`config.mk`:
```
export PLATFORM = sky130hd
export DESIGN_NAME = pong_renderer
export DESIGN_NICKNAME = d
export VERILOG_FILES = /design/src/rtl/pong_pkg.sv /design/src/rtl/vga_timing.sv /design/src/rtl/pong_renderer.sv
export SDC_FILE = /design/constraint.sdc
export NUM_CORES = 1
export LEC_CHECK = 0
export ABC_AREA = 1
export BUFFER_PORTS_ARGS = -buffer_cell sky130_fd_sc_hd__buf_4
export CAP_MARGIN = 20
export CORE_MARGIN = 2
export CORE_UTILIZATION = 50
export DETAILED_ROUTE_END_ITERATION = 10
export GPL_ROUTABILITY_DRIVEN = 1
export PLACE_DENSITY = 0.75
export REMOVE_ABC_BUFFERS = 1
export SLEW_MARGIN = 20
export SYNTH_ARGS = -nofsm -noshare
export SYNTH_HDL_FRONTEND = slang
export SYNTH_SLANG_ARGS = --single-unit
```
`constraint.sdc`:
```
create_clock -name clk -period 4 [get_ports clk]
set_clock_uncertainty 0.15 [all_clocks]
set_input_delay 0.4 -clock clk [delete_from_list [all_inputs] [get_ports clk]]
set_output_delay 0.4 -clock clk [all_outputs]
set_load 0.01 [all_outputs]
```
`src/rtl/pong_pkg.sv`:
```
// rtl/pong_pkg.sv - VGA 640x480 raster constants, colour defaults and object geometry type
package pong_pkg;

  localparam int RGB12 = 12;

  localparam int H_ACTIVE = 640;
  localparam int H_FP     = 16;
  localparam int H_SYNC   = 96;
  localparam int H_BP     = 48;
  localparam int H_TOTAL  = H_ACTIVE + H_FP + H_SYNC + H_BP;
  localparam int H_SYNC_START = H_ACTIVE + H_FP;
  localparam int H_SYNC_END   = H_SYNC_START + H_SYNC;

  localparam int V_ACTIVE = 480;
  localparam int V_FP     = 10;
  localparam int V_SYNC   = 2;
  localparam int V_BP     = 33;
  localparam int V_TOTAL  = V_ACTIVE + V_FP + V_SYNC + V_BP;
  localparam int V_SYNC_START = V_ACTIVE + V_FP;
  localparam int V_SYNC_END   = V_SYNC_START + V_SYNC;

  localparam logic [RGB12-1:0] DEF_BG_RGB     = 12'h000;
  localparam logic [RGB12-1:0] DEF_BALL_RGB   = 12'hFFF;
  localparam logic [RGB12-1:0] DEF_PADDLE_RGB = 12'h0F0;

  typedef struct packed {
    logic [9:0] x;
    logic [9:0] y;
    logic [7:0] width;
    logic [7:0] height;
  } rect_t;

  // 11-bit end coordinates so an object near 1023 cannot wrap back onto the screen.
  function automatic logic in_rect(input logic [9:0] px, input logic [9:0] py, input rect_t r);
    logic [10:0] x_end;
    logic [10:0] y_end;
    x_end = {1'b0, r.x} + {3'b000, r.width};
    y_end = {1'b0, r.y} + {3'b000, r.height};
    return ({1'b0, px} >= {1'b0, r.x}) && ({1'b0, px} < x_end) &&
           ({1'b0, py} >= {1'b0, r.y}) && ({1'b0, py} < y_end);
  endfunction

endpackage

```
`src/rtl/vga_timing.sv`:
```
// rtl/vga_timing.sv - pixel-enable divider, raster counters, raw sync levels and frame strobes
module vga_timing
  import pong_pkg::*;
#(
  parameter int CLK_DIV = 4
) (
  input  logic       clk,
  input  logic       reset,
  output logic       pe,
  output logic [9:0] h,
  output logic [9:0] v,
  output logic       hsync,
  output logic       vsync,
  output logic       active,
  output logic       frame_end,
  output logic       vblank_start
);

  localparam int DW = $clog2(CLK_DIV);
  localparam logic [DW-1:0] DIV_LAST = DW'(CLK_DIV - 1);

  logic [DW-1:0] div;
  logic          h_last;
  logic          v_last;

  always_ff @(posedge clk) begin
    if (!reset) begin
      div <= '0;
    end else if (pe) begin
      div <= '0;
    end else begin
      div <= div + DW'(1);
    end
  end

  assign pe     = (div == DIV_LAST);
  assign h_last = (h == 10'(H_TOTAL - 1));
  assign v_last = (v == 10'(V_TOTAL - 1));

  always_ff @(posedge clk) begin
    if (!reset) begin
      h <= '0;
      v <= '0;
    end else if (pe) begin
      if (h_last) begin
        h <= '0;
        v <= v_last ? 10'd0 : v + 10'd1;
      end else begin
        h <= h + 10'd1;
      end
    end
  end

  assign hsync  = !((h >= 10'(H_SYNC_START)) && (h < 10'(H_SYNC_END)));
  assign vsync  = !((v >= 10'(V_SYNC_START)) && (v < 10'(V_SYNC_END)));
  assign active = (h < 10'(H_ACTIVE)) && (v < 10'(V_ACTIVE));

  // Strobes qualify with pe so they mark the edge that addresses the named pixel.
  assign frame_end    = pe && h_last && v_last;
  assign vblank_start = pe && h_last && (v == 10'(V_ACTIVE - 1));

endmodule

```
`src/rtl/pong_renderer.sv`:
```
// rtl/pong_renderer.sv - latches ball/paddle geometry per frame and composites registered VGA RGB
module pong_renderer
  import pong_pkg::*;
#(
  parameter int               CLK_DIV    = 4,
  parameter logic [RGB12-1:0] BG_RGB     = DEF_BG_RGB,
  parameter logic [RGB12-1:0] BALL_RGB   = DEF_BALL_RGB,
  parameter logic [RGB12-1:0] PADDLE_RGB = DEF_PADDLE_RGB
) (
  input  logic       clk,
  input  logic       reset,
  input  logic [9:0] ballPosX,
  input  logic [9:0] ballPosY,
  input  logic [7:0] ballWidth,
  input  logic [7:0] ballHeight,
  input  logic [9:0] paddlePosX,
  input  logic [9:0] paddlePosY,
  input  logic [7:0] paddleWidth,
  input  logic [7:0] paddleHeight,
  output logic [3:0] vgaRed,
  output logic [3:0] vgaGreen,
  output logic [3:0] vgaBlue,
  output logic       Hsync,
  output logic       Vsync,
  output logic       frameTick
);

  logic       pe;
  logic [9:0] h;
  logic [9:0] v;
  logic       hsync_raw;
  logic       vsync_raw;
  logic       active;
  logic       frame_end;
  logic       vblank_start;

  vga_timing #(.CLK_DIV(CLK_DIV)) u_timing (
    .clk          (clk),
    .reset        (reset),
    .pe           (pe),
    .h            (h),
    .v            (v),
    .hsync        (hsync_raw),
    .vsync        (vsync_raw),
    .active       (active),
    .frame_end    (frame_end),
    .vblank_start (vblank_start)
  );

  rect_t ball_q;
  rect_t paddle_q;
  logic  valid;

  // Geometry is sampled only at the very last pixel of a frame, so a frame never tears.
  always_ff @(posedge clk) begin
    if (!reset) begin
      ball_q   <= '0;
      paddle_q <= '0;
      valid    <= 1'b0;
    end else if (frame_end) begin
      ball_q   <= '{x: ballPosX, y: ballPosY, width: ballWidth, height: ballHeight};
      paddle_q <= '{x: paddlePosX, y: paddlePosY, width: paddleWidth, height: paddleHeight};
      valid    <= 1'b1;
    end
  end

  logic             in_ball;
  logic             in_paddle;
  logic [RGB12-1:0] pix;
  logic [RGB12-1:0] rgb_q;

  assign in_ball   = valid && in_rect(h, v, ball_q);
  assign in_paddle = valid && in_rect(h, v, paddle_q);

  always_comb begin
    pix = '0;
    if (active) begin
      if (in_ball) begin
        pix = BALL_RGB;
      end else if (in_paddle) begin
        pix = PADDLE_RGB;
      end else begin
        pix = BG_RGB;
      end
    end
  end

  always_ff @(posedge clk) begin
    if (!reset) begin
      rgb_q     <= '0;
      Hsync     <= 1'b1;
      Vsync     <= 1'b1;
      frameTick <= 1'b0;
    end else begin
      frameTick <= vblank_start;
      if (pe) begin
        rgb_q <= pix;
        Hsync <= hsync_raw;
        Vsync <= vsync_raw;
      end
    end
  end

  assign vgaRed   = rgb_q[11:8];
  assign vgaGreen = rgb_q[7:4];
  assign vgaBlue  = rgb_q[3:0];

endmodule

```
# Word-level counts from Yosys, hierarchy flattened

Index checks and enable logic that the tools add are counted.

Register bits: 110
Bits in read-only memories: 0
Logic and storage cells: 65
Memory bits (writable): 0
Bits in latches: 0
Memories kept: 0
Output and inout bits: 15

Multiply operators: 0
Shift-type cells: 0
Bitwise operators: 1
Div/mod/pow operators: 0
Muxes and demuxes: 5
Reductions and logical operators: 18
Equality and inequality tests: 4
Add/subtract/negate cells: 7
Order comparisons: 14

Operators by type and width:

| operator                                                                      | number |
|---|---|
| 10-bit by 8-bit adder with 11-bit output                                      | 4 |
| 10-bit by 11-bit less-than comparator with 1-bit output                       | 4 |
| 10-bit >= comparator                                                          | 4 |
| 12-bit 2-to-1 mux                                                             | 2 |
| 10-bit by 1-bit adder with 10-bit output, second input constant               | 2 |
| 10-bit equality test, second input constant                                   | 2 |
| 10-bit less-than comparator, second input constant                            | 2 |
| 10-bit by 9-bit less-than comparator with 1-bit output, second input constant | 2 |
| 10-bit 2-to-1 mux                                                             | 2 |
| 1-bit logical AND                                                             | 14 |
| 10-bit by 9-bit equality test with 1-bit output, second input constant        | 1 |
| 10-bit >= comparator, second input constant                                   | 1 |
| 10-bit by 9-bit >= comparator with 1-bit output, second input constant        | 1 |
| 8-bit 2-to-1 mux                                                              | 1 |
| 2-bit by 1-bit adder with 2-bit output, second input constant                 | 1 |
| 2-bit equality test, second input constant                                    | 1 |
| 1-bit zero test                                                               | 2 |
| 2-bit AND reduction                                                           | 1 |
| 2-bit OR reduction                                                            | 1 |
| 1-bit inverter                                                                | 1 |

# Depth between registers and ports, before layout

Gate-level depths: netlist of the first run.

Depth after elaboration: 9
Depth in mapped cells: 20
Mapped depth without buffers: 20

# By module

From an unflattened synthesis of the first run, not the netlist that was laid out.

Cell total of the unflattened synthesis: 1,007
Area total of the unflattened synthesis: 7,310.8 µm²

Modules (own cells, without submodules):

| module        | times used | area each (µm²) | cells each |
|---|---|---|---|
| pong_renderer | 1          | 6,028.3         | 818 |
| vga_timing    | 1          | 1,282.5         | 189 |

# Worst setup path after synthesis of the first run

No wires, ideal clock.

Path type: reg2reg
Start: reg paddle_q[8] (netlist name)
End: reg rgb_q[7]
Clock period less this slack: 2,571 ps
Buffers on the path: 0
Arrival time: 2,356 ps
Stages on the path, launching flop included: 20
Setup slack: 1,429 ps
Cell sequence: dfxtp_1 > ha_1 > fa_1 > nand3_1 > nand2_1 > a21oi_1 > xor2_1 > ha_1 > a21o_1 > nor2_1 > nand2_1 > nand2_1 > nand2_1 > nand2_1 > nand2_1 > nand2_1 > nand3_1 > nor2_1 > nor2_1 > nor2_1

Longest elaborated chain between the ends: 9

RTL lines:

| what                                                    | line                | text |
|---|---|---|
| from (decl)                                             | pong_renderer.sv:51 | `rect_t paddle_q;` |
| from (signal assigned)                                  | pong_renderer.sv:62 | `paddle_q <= '{x: paddlePosX, y: paddlePosY, width: paddleWidth, height: paddleHeight};` |
| 10-bit by 8-bit adder with 11-bit output                | pong_pkg.sv:37      | `x_end = {1'b0, r.x} + {3'b000, r.width};` |
| 10-bit by 11-bit less-than comparator with 1-bit output | pong_pkg.sv:39      | `return ({1'b0, px} >= {1'b0, r.x}) && ({1'b0, px} < x_end) &&` |
| 1-bit logical AND (2 in series)                         | pong_pkg.sv:39      |  |
| 1-bit logical AND                                       | pong_pkg.sv:40      | `({1'b0, py} >= {1'b0, r.y}) && ({1'b0, py} < y_end);` |
| 1-bit logical AND                                       | pong_renderer.sv:73 | `assign in_paddle = valid && in_rect(h, v, paddle_q);` |
| 8-bit 2-to-1 mux                                        | pong_renderer.sv:80 | `end else if (in_paddle) begin` |
| 12-bit 2-to-1 mux                                       | pong_renderer.sv:78 | `if (in_ball) begin` |
| 12-bit 2-to-1 mux                                       | pong_renderer.sv:77 | `if (active) begin` |
| to (signal assigned)                                    | pong_renderer.sv:97 | `rgb_q <= pix;` |
| to (decl)                                               | pong_renderer.sv:70 | `logic [RGB12-1:0] rgb_q;` |

No other way between the ends.
A chain may end at the register's enable or synchronous reset.

# Worst setup path in the final report of the first run

Start: reg paddle_q[26] (netlist name)
End: reg rgb_q[7]

Longest elaborated chain between the ends: 9

RTL lines:

| what                                                    | line |
|---|---|
| 10-bit by 8-bit adder with 11-bit output                | pong_pkg.sv:37 |
| 10-bit by 11-bit less-than comparator with 1-bit output | pong_pkg.sv:39 |
| 1-bit logical AND * (2 in series)                       | pong_pkg.sv:39 |
| 1-bit logical AND *                                     | pong_pkg.sv:40 |
| 1-bit logical AND *                                     | pong_renderer.sv:73 |
| 8-bit 2-to-1 mux *                                      | pong_renderer.sv:80 |
| 12-bit 2-to-1 mux *                                     | pong_renderer.sv:78 |
| 12-bit 2-to-1 mux *                                     | pong_renderer.sv:77 |

Every way passes the cells marked *; elsewhere a longest branch is shown, timed or not.

==> results of run 1 <==
[stage by stage]
stage	instances	utilization (%)	instance area, um^2	hold slack (ns)
after floorplan	928	-	6870	0.249
after global placement	1197	55.7	7760	0.258
after detailed placement	1197	55.7	7760	0.270
after CTS	1212	57.6	8030	0.114
after global routing	1212	57.6	8030	0.126
final	1212	57.6	8030	0.126
[layer usage]
metal / global-route usage, % / wire, um
met2: 37.8 / 7200
met3: 4.38 / 548
met5: 0 / 0
met1: 24.5 / 6960
met4: 4.83 / 192
[power breakdown]
| group | internal (mW) | leakage [nW] | switching (mW) |
|---|---|---|---|
| clock | 0.432 | 0.138 | 0.384 |
| combinational | 0.0586 | 2.80 | 0.0426 |
| sequential | 0.998 | 0.806 | 0.00187 |
[sequential cells by signal, indices dropped and copies added (netlist names)]
signal and count:
Hsync 1, Vsync 1, ball_q 36, frameTick 1, paddle_q 36, rgb_q 2
u_timing.div 2, u_timing.h 10, u_timing.v 10, valid 1
[cells by family after synthesis]
family                     Yosys count  synth area share (%)
buffers and inverters              152                  9.93
xor gates and xnor gates            34                  4.17
DFF                                100                  28.1
adders and majority gates          118                  21.1
AOI/OAI and AO/OA                  211                  15.8
and+or+nand+nor                    348                  20.9
[layout make-up]
type                       instances  area share, %
multi-input combinational        711           55.1
sequential                       100           24.9
timing repair buffer              89           8.32
inverter                         117           5.48
clock buffer                      10           2.98
tap                              180           2.80
clock inverter                     5          0.358
[critical path, stage by stage (launching register included)]
cell	delay [ns]
dfxtp_1	0.33
ha_1	0.21
fa_1	0.42
nand3_1	0.09
nand2_1	0.10
a21oi_1	0.17
xor2_1	0.20
ha_1	0.28
a21o_1	0.18
nor2_1	0.09
nand2_1	0.06
nand2_1	0.05
nand2_1	0.04
nand2_1	0.05
nand2_1	0.04
nand2_1	0.10
nand3_1	0.08
nor2_1	0.10
nor2_1	0.05
nor2_1	0.07
[layout by cell type (no fill, tap or decap), types with 6 or more instances in the layout]
| cell | n |
|---|---|
| nand3_1 | 27 |
| ha_1 | 114 |
| o21ai_1 | 43 |
| clkbuf_16 | 9 |
| nand2_1 | 146 |
| a21oi_1 | 100 |
| nand4_1 | 17 |
| xor2_1 | 23 |
| dfxtp_1 | 100 |
| xnor2_1 | 11 |
| inv_1 | 113 |
| nor3_1 | 9 |
| nor2_1 | 132 |
| o21a_1 | 6 |
| buf_4 | 89 |
| o21ai_0 | 41 |
[worst paths after layout]
kind                                 startpoint               to  slack (ns)  depth (start not counted)
worst max-delay path               paddle_q[26]         rgb_q[7]        1.08                         19
worst min-delay path               ballWidth[3]       ball_q[11]        0.13                          3
worst max register to register     paddle_q[26]         rgb_q[7]        1.08                         19
worst min register to register  u_timing.div[0]  u_timing.div[0]        0.28                          1
==> results.py, run 1 <==
metrics = {
    "run_status": {
        "status": "finished, final reports clean",
    },
    "routing": {
        "drt_iter0_drc": 281,
        "vias_per_cell": 5.12,
        "drc": 0,
        "ant_nets": 0,
        "finalWirelength_mm": 14.9,
        "wl_per_cell_um": 12.3,
        "dr_total_vias": 6208,
        "first_pass_iters": 4,
    },
    "sta": {
        "clock.fmax_mhz": 342,
        "setup_viol": 0,
        "final_hold_viol_count": 0,
        "final.setup.tns_ns": 0,
        "rsz0062_at_grt": "no",
        "tightestPinTransition_ns": 0.723,
        "min_period_ns": 2.92,
        "slew_violations": 0,
        "slew-limit-headroom_pct": 51.7,
        "fin_crit_sh_pct": 73.0,
        "fin_ws_ns": 1.08,
    },
    "floorplan": {
        "fp.dieW_um": 123,
        "die_area_um2": 15200,
        "boundaryPins": 89,
        "die_h_um": 123,
        "core_um2": 13900,
        "start_util_pct": 51.2,
        "rows": 43,
    },
    "global_routing": {
        "antenna_found_initial": 0,
        "grt_use_total_pct": 20.7,
        "grt_pass1_wl_mm": 25.3,
        "grt_start_max_net_pins": 80,
        "grt_pass1_vias": 5825,
        "gr-total-overflow": 0,
    },
    "placed_design": {
        "place_ws_ns": 1.14,
        "gp_congestion": 0.888,
        "portBuffers": 88,
        "dp_hpwl_mm": 11.2,
    },
    "yosys": {
        "yosysMostFrequentCell": "nand2_1",
        "synth_area_leader_cell": "dfxtp_1",
        "synth.distinct_cells": 39,
        "yosysWarnings": 0,
        "synthCells": 963,
        "synth_seq_cells": 100,
        "async_reset_ff_share_pct": 0,
        "synth_edf_count": 0,
        "ys.flop_type": "dfxtp_1",
        "syn_area_um2": 7130,
        "synth.top_cell.area_share_pct": 28.1,
        "synth_commonest_cells": "nand2_1, nor2_1, ha_1, inv_1",
        "synth.area.top_cells": "dfxtp_1, ha_1, nand2_1",
        "syn_area_per_cell_um2": 7.41,
        "yosysSeqAreaShare_pct": 28.1,
    },
    "cts": {
        "clock_latency_ns": 0.35,
        "cts_setup_buffers": 0,
        "post_cts_resize_count": 0,
        "cts_num_sinks": 100,
        "cts_max_path_buffers": 2,
        "clk_pin_slew_ns": 0.07,
        "cts_buffers": 9,
        "root_buffer": "clkbuf_16",
        "htreeDepth": 3,
        "holdBufCountCts": 0,
        "cts_tree": "done",
    },
    "critical_path": {
        "end_kind": "flip-flop",
        "critPathKind": "flip-flop to flip-flop",
        "cp-start-kind": "flip-flop",
        "cp_max_fo": 3,
        "cp_data_arrival_time_ns": 3.06,
        "critical_path_required_ns": 4.14,
    },
    "power_and_ir_drop": {
        "p_leak_nw": 3.75,
        "irDropWorstVdd_v": 0.000212,
        "power.total_mw": 1.92,
        "power_density_nw_per_um2": 239,
    },
    "final_layout": {
        "fillers": 1414,
        "layout.nets": 1220,
        "regArea_um2": 2000,
        "drive_gt1_share_pct": 11.3,
        "multi_input_area_um2": 4430,
        "synthToLayoutAreaGrowth_pct": 12.6,
        "diodes": 0,
    },
    "flow_run": {
        "cap_violations": 0,
    },
    "hold_path": {
        "min-delay-path-class": "input pin to flip-flop",
    },
}
No activity file was read; power rests on OpenSTA's default activity.
==> run 2, diff against run 1 <==
ABC_AREA = 0   (was 1)
PLACE_DENSITY = 0.78   (was 0.75)
clock period = 2.68 ns   (was 4 ns; I/O delays follow)
==> run 2 against run 1 <==
Against the previous run: the flow now finishes with violations (hold timing, setup timing); register-to-register slack worse by 1.5 ns; final cell count shrank 2.1%; via count up 0.52%; wire length increased by 5.1%; clock power grew 61%; combinational power up 64%; count of clock-buffer cells in the layout is the same; critical path depth decreased by 2; first-iteration DRC count rose by 23%; largest power group unchanged.
==> results.py, run 2 <==
metrics = {
    "sta": {
        "tightestPinTransition_ns": 0.566,
        "final.setup.tns_ns": -0.788,
        "fin_ws_ns": -0.402,
        "clock.fmax_mhz": 324,
        "min_period_ns": 3.08,
        "slew_violations": 0,
        "rsz0062_at_grt": "yes",
        "fin_crit_sh_pct": 115,
        "slew-limit-headroom_pct": 61.7,
        "setup_viol": 2,
        "final_hold_viol_count": 2,
        "hold_slack_ns": -0.00251,
    },
    "power_and_ir_drop": {
        "p_leak_nw": 3.91,
        "irDropWorstVdd_v": 0.000315,
        "power_density_nw_per_um2": 331,
    },
    "hold_path": {
        "min_from": "ballPosY[1]",
        "min-delay-path-class": "input pin to flip-flop",
    },
    "yosys": {
        "syn_area_um2": 7030,
        "synth_seq_cells": 100,
        "synth_area_leader_cell": "dfxtp_1",
        "synthCells": 838,
        "synth_edf_count": 0,
        "ys.flop_type": "dfxtp_1",
        "syn_area_per_cell_um2": 8.39,
        "synth.area.top_cells": "dfxtp_1, ha_1, nand2_1",
        "synth_commonest_cells": "nand2_1, ha_1, dfxtp_1, a21boi_1, inv_1",
        "synth.top_cell.area_share_pct": 28.5,
        "yosysSeqAreaShare_pct": 28.5,
        "async_reset_ff_share_pct": 0,
        "synth.distinct_cells": 54,
        "yosysWarnings": 0,
        "yosysMostFrequentCell": "nand2_1",
    },
    "floorplan": {
        "boundaryPins": 89,
        "start_util_pct": 50.9,
        "core_um2": 13800,
        "rows": 43,
        "die_area_um2": 15000,
        "die_h_um": 123,
        "fp.dieW_um": 123,
    },
    "critical_path": {
        "cp-start-kind": "flip-flop",
        "critical_path_required_ns": 2.78,
        "critical_path.slowest_cell": "dfxtp_2",
        "cp_data_arrival_time_ns": 3.18,
        "cp_max_fo": 2,
        "crit_chain": "buf_4, ha_1, a21o_1, a21oi_2, nor2_1, o211ai_1, nand2_1, a21oi_2, xor2_1, ha_2, a211oi_2, and3_1, o21ai_1, o2111ai_1, a32o_2, nand4_1, nand3_1",
        "rr_startpoint": "paddle_q[9]",
        "cpMostUsedCell": "a21oi_2",
        "cpPeakStageDelay_ns": 0.33,
        "cp-startpoint": "paddle_q[9]",
        "end_kind": "flip-flop",
        "critPathKind": "flip-flop to flip-flop",
    },
    "routing": {
        "ant_nets": 0,
        "drc": 0,
        "drt_iter0_drc": 345,
        "dr_total_vias": 6240,
        "vias_per_cell": 5.26,
        "wl_per_cell_um": 13.2,
        "finalWirelength_mm": 15.7,
        "first_pass_iters": 4,
    },
    "global_routing": {
        "gr-total-overflow": 0,
        "grt_use_total_pct": 21.7,
        "grt_pass1_wl_mm": 26.4,
        "antenna_found_initial": 0,
        "grt_start_max_net_pins": 51,
        "grt_pass1_vias": 5891,
    },
    "final_layout": {
        "post-route-util_pct": 65.0,
        "synthToLayoutAreaGrowth_pct": 27.8,
        "most-common-layout-cells": "nand2_1, buf_4, ha_1",
        "reg.largest.list": "ball_q (36), paddle_q (36)",
        "layout_commonest_cell": "nand2_1",
        "fillers": 1151,
        "diodes": 0,
        "layout.nets": 1193,
        "drive_gt1_share_pct": 22.6,
    },
    "cts": {
        "clk_pin_slew_ns": 0.07,
        "clock_latency_ns": 0.36,
        "cts_buffers": 9,
        "cts_num_sinks": 100,
        "cts_max_path_buffers": 2,
        "root_buffer": "clkbuf_16",
        "htreeDepth": 3,
        "cts_tree": "done",
    },
    "placed_design": {
        "dp_hpwl_mm": 11.4,
        "portBuffers": 88,
        "gp_congestion": 0.864,
        "place_ws_ns": -0.771,
    },
    "run_status": {
        "status": "finished with violations",
        "violations": "hold timing, setup timing",
    },
    "flow_run": {
        "cap_violations": 0,
    },
}
run 2: changes by cell type after synthesis, moves of 17 or more:
cell / previous run / this run
a21boi_1: 0 / 69
nor2_1: 132 / 29
o21ai_0: 41 / 24
inv_1: 113 / 48
nand2_1: 146 / 175
o21ai_1: 43 / 0
xnor2_1: 11 / 28
a21oi_1: 100 / 33
run 2: timing repair:
action	CTS	global route
hold buffers	23	0
cloned	0	0
pin swaps	12	39
hold endpoints to repair	23	0
buffers inserted	1	5
endpoints found under the setup margin	2	2
gates resized for setup	14	33
run 2: path summary, 6_finish.rpt:
kind / endpoint / slack, ns / cells past startpoint
setup / recovery: rgb_q[7] / -0.40 / 17
hold / removal: ball_q[17] / -0.003 / 3
setup reg to reg: rgb_q[7] / -0.40 / 17
hold reg to reg: u_timing.div[0] / 0.28 / 1
run 2: critical path: cells and delay by family (launching register included):
family          cells  cell delay (ns)
buf+inv             1             0.13
flops               1             0.33
simple gates        5             0.55
compound gates      8             1.11
fa+ha+maj           2             0.50
xor+xnor            1             0.18
run 2: area by class of cell:
type,instances,area [um^2],area share (%)
well taps,180,225,2.50
inverters,48,180,2.00
clock inverters,6,63.8,0.710
repair buffers,190,1510,16.8
clock buffers,10,229,2.55
multi-input cells,652,4770,53.1
flip-flops and latches,100,2010,22.4
run 2: metal layers:
layer  track usage, %  up-vias  share of wire, %
met5                0        -                 0
met4             7.18        0               1.4
met3             4.18       17               3.8
met2             36.9       94                48
met1             27.5     2896                46
li1                 -     3233                 -
run 2: power by group:
part           total (mW)  switching [mW]  internal [mW]  leakage [nW]
clock                1.31           0.588          0.724         0.139
sequential           1.49         0.00413           1.49         0.810
combinational       0.166          0.0507          0.115          2.96
run 2: through the flow:
step           power [mW]  std cells  instance area, um^2  hold slack [ns]
5_1_grt              3.07       1186                 8990          0.00206
6_report             2.97       1186                 8990         -0.00251
4_1_cts              3.00       1181                 8820         0.000316
3_3_place_gp         1.67       1141                 8250            0.261
3_5_place_dp         1.67       1141                 8250            0.264
2_1_floorplan        1.56        800                 6790            0.180
run 2: cell families (layout without fill, tap and decap cells):
| family | after synthesis | after routing | synth area share (%) |
|---|---|---|---|
| xor+xnor | 48 | 48 | 5.98 |
| flops | 100 | 100 | 28.5 |
| mux | 2 | 2 | 0.285 |
| fa+ha+maj | 118 | 118 | 21.4 |
| compound gates | 198 | 198 | 19.5 |
| simple gates | 286 | 286 | 18.3 |
| buf+inv | 86 | 254 | 6.10 |
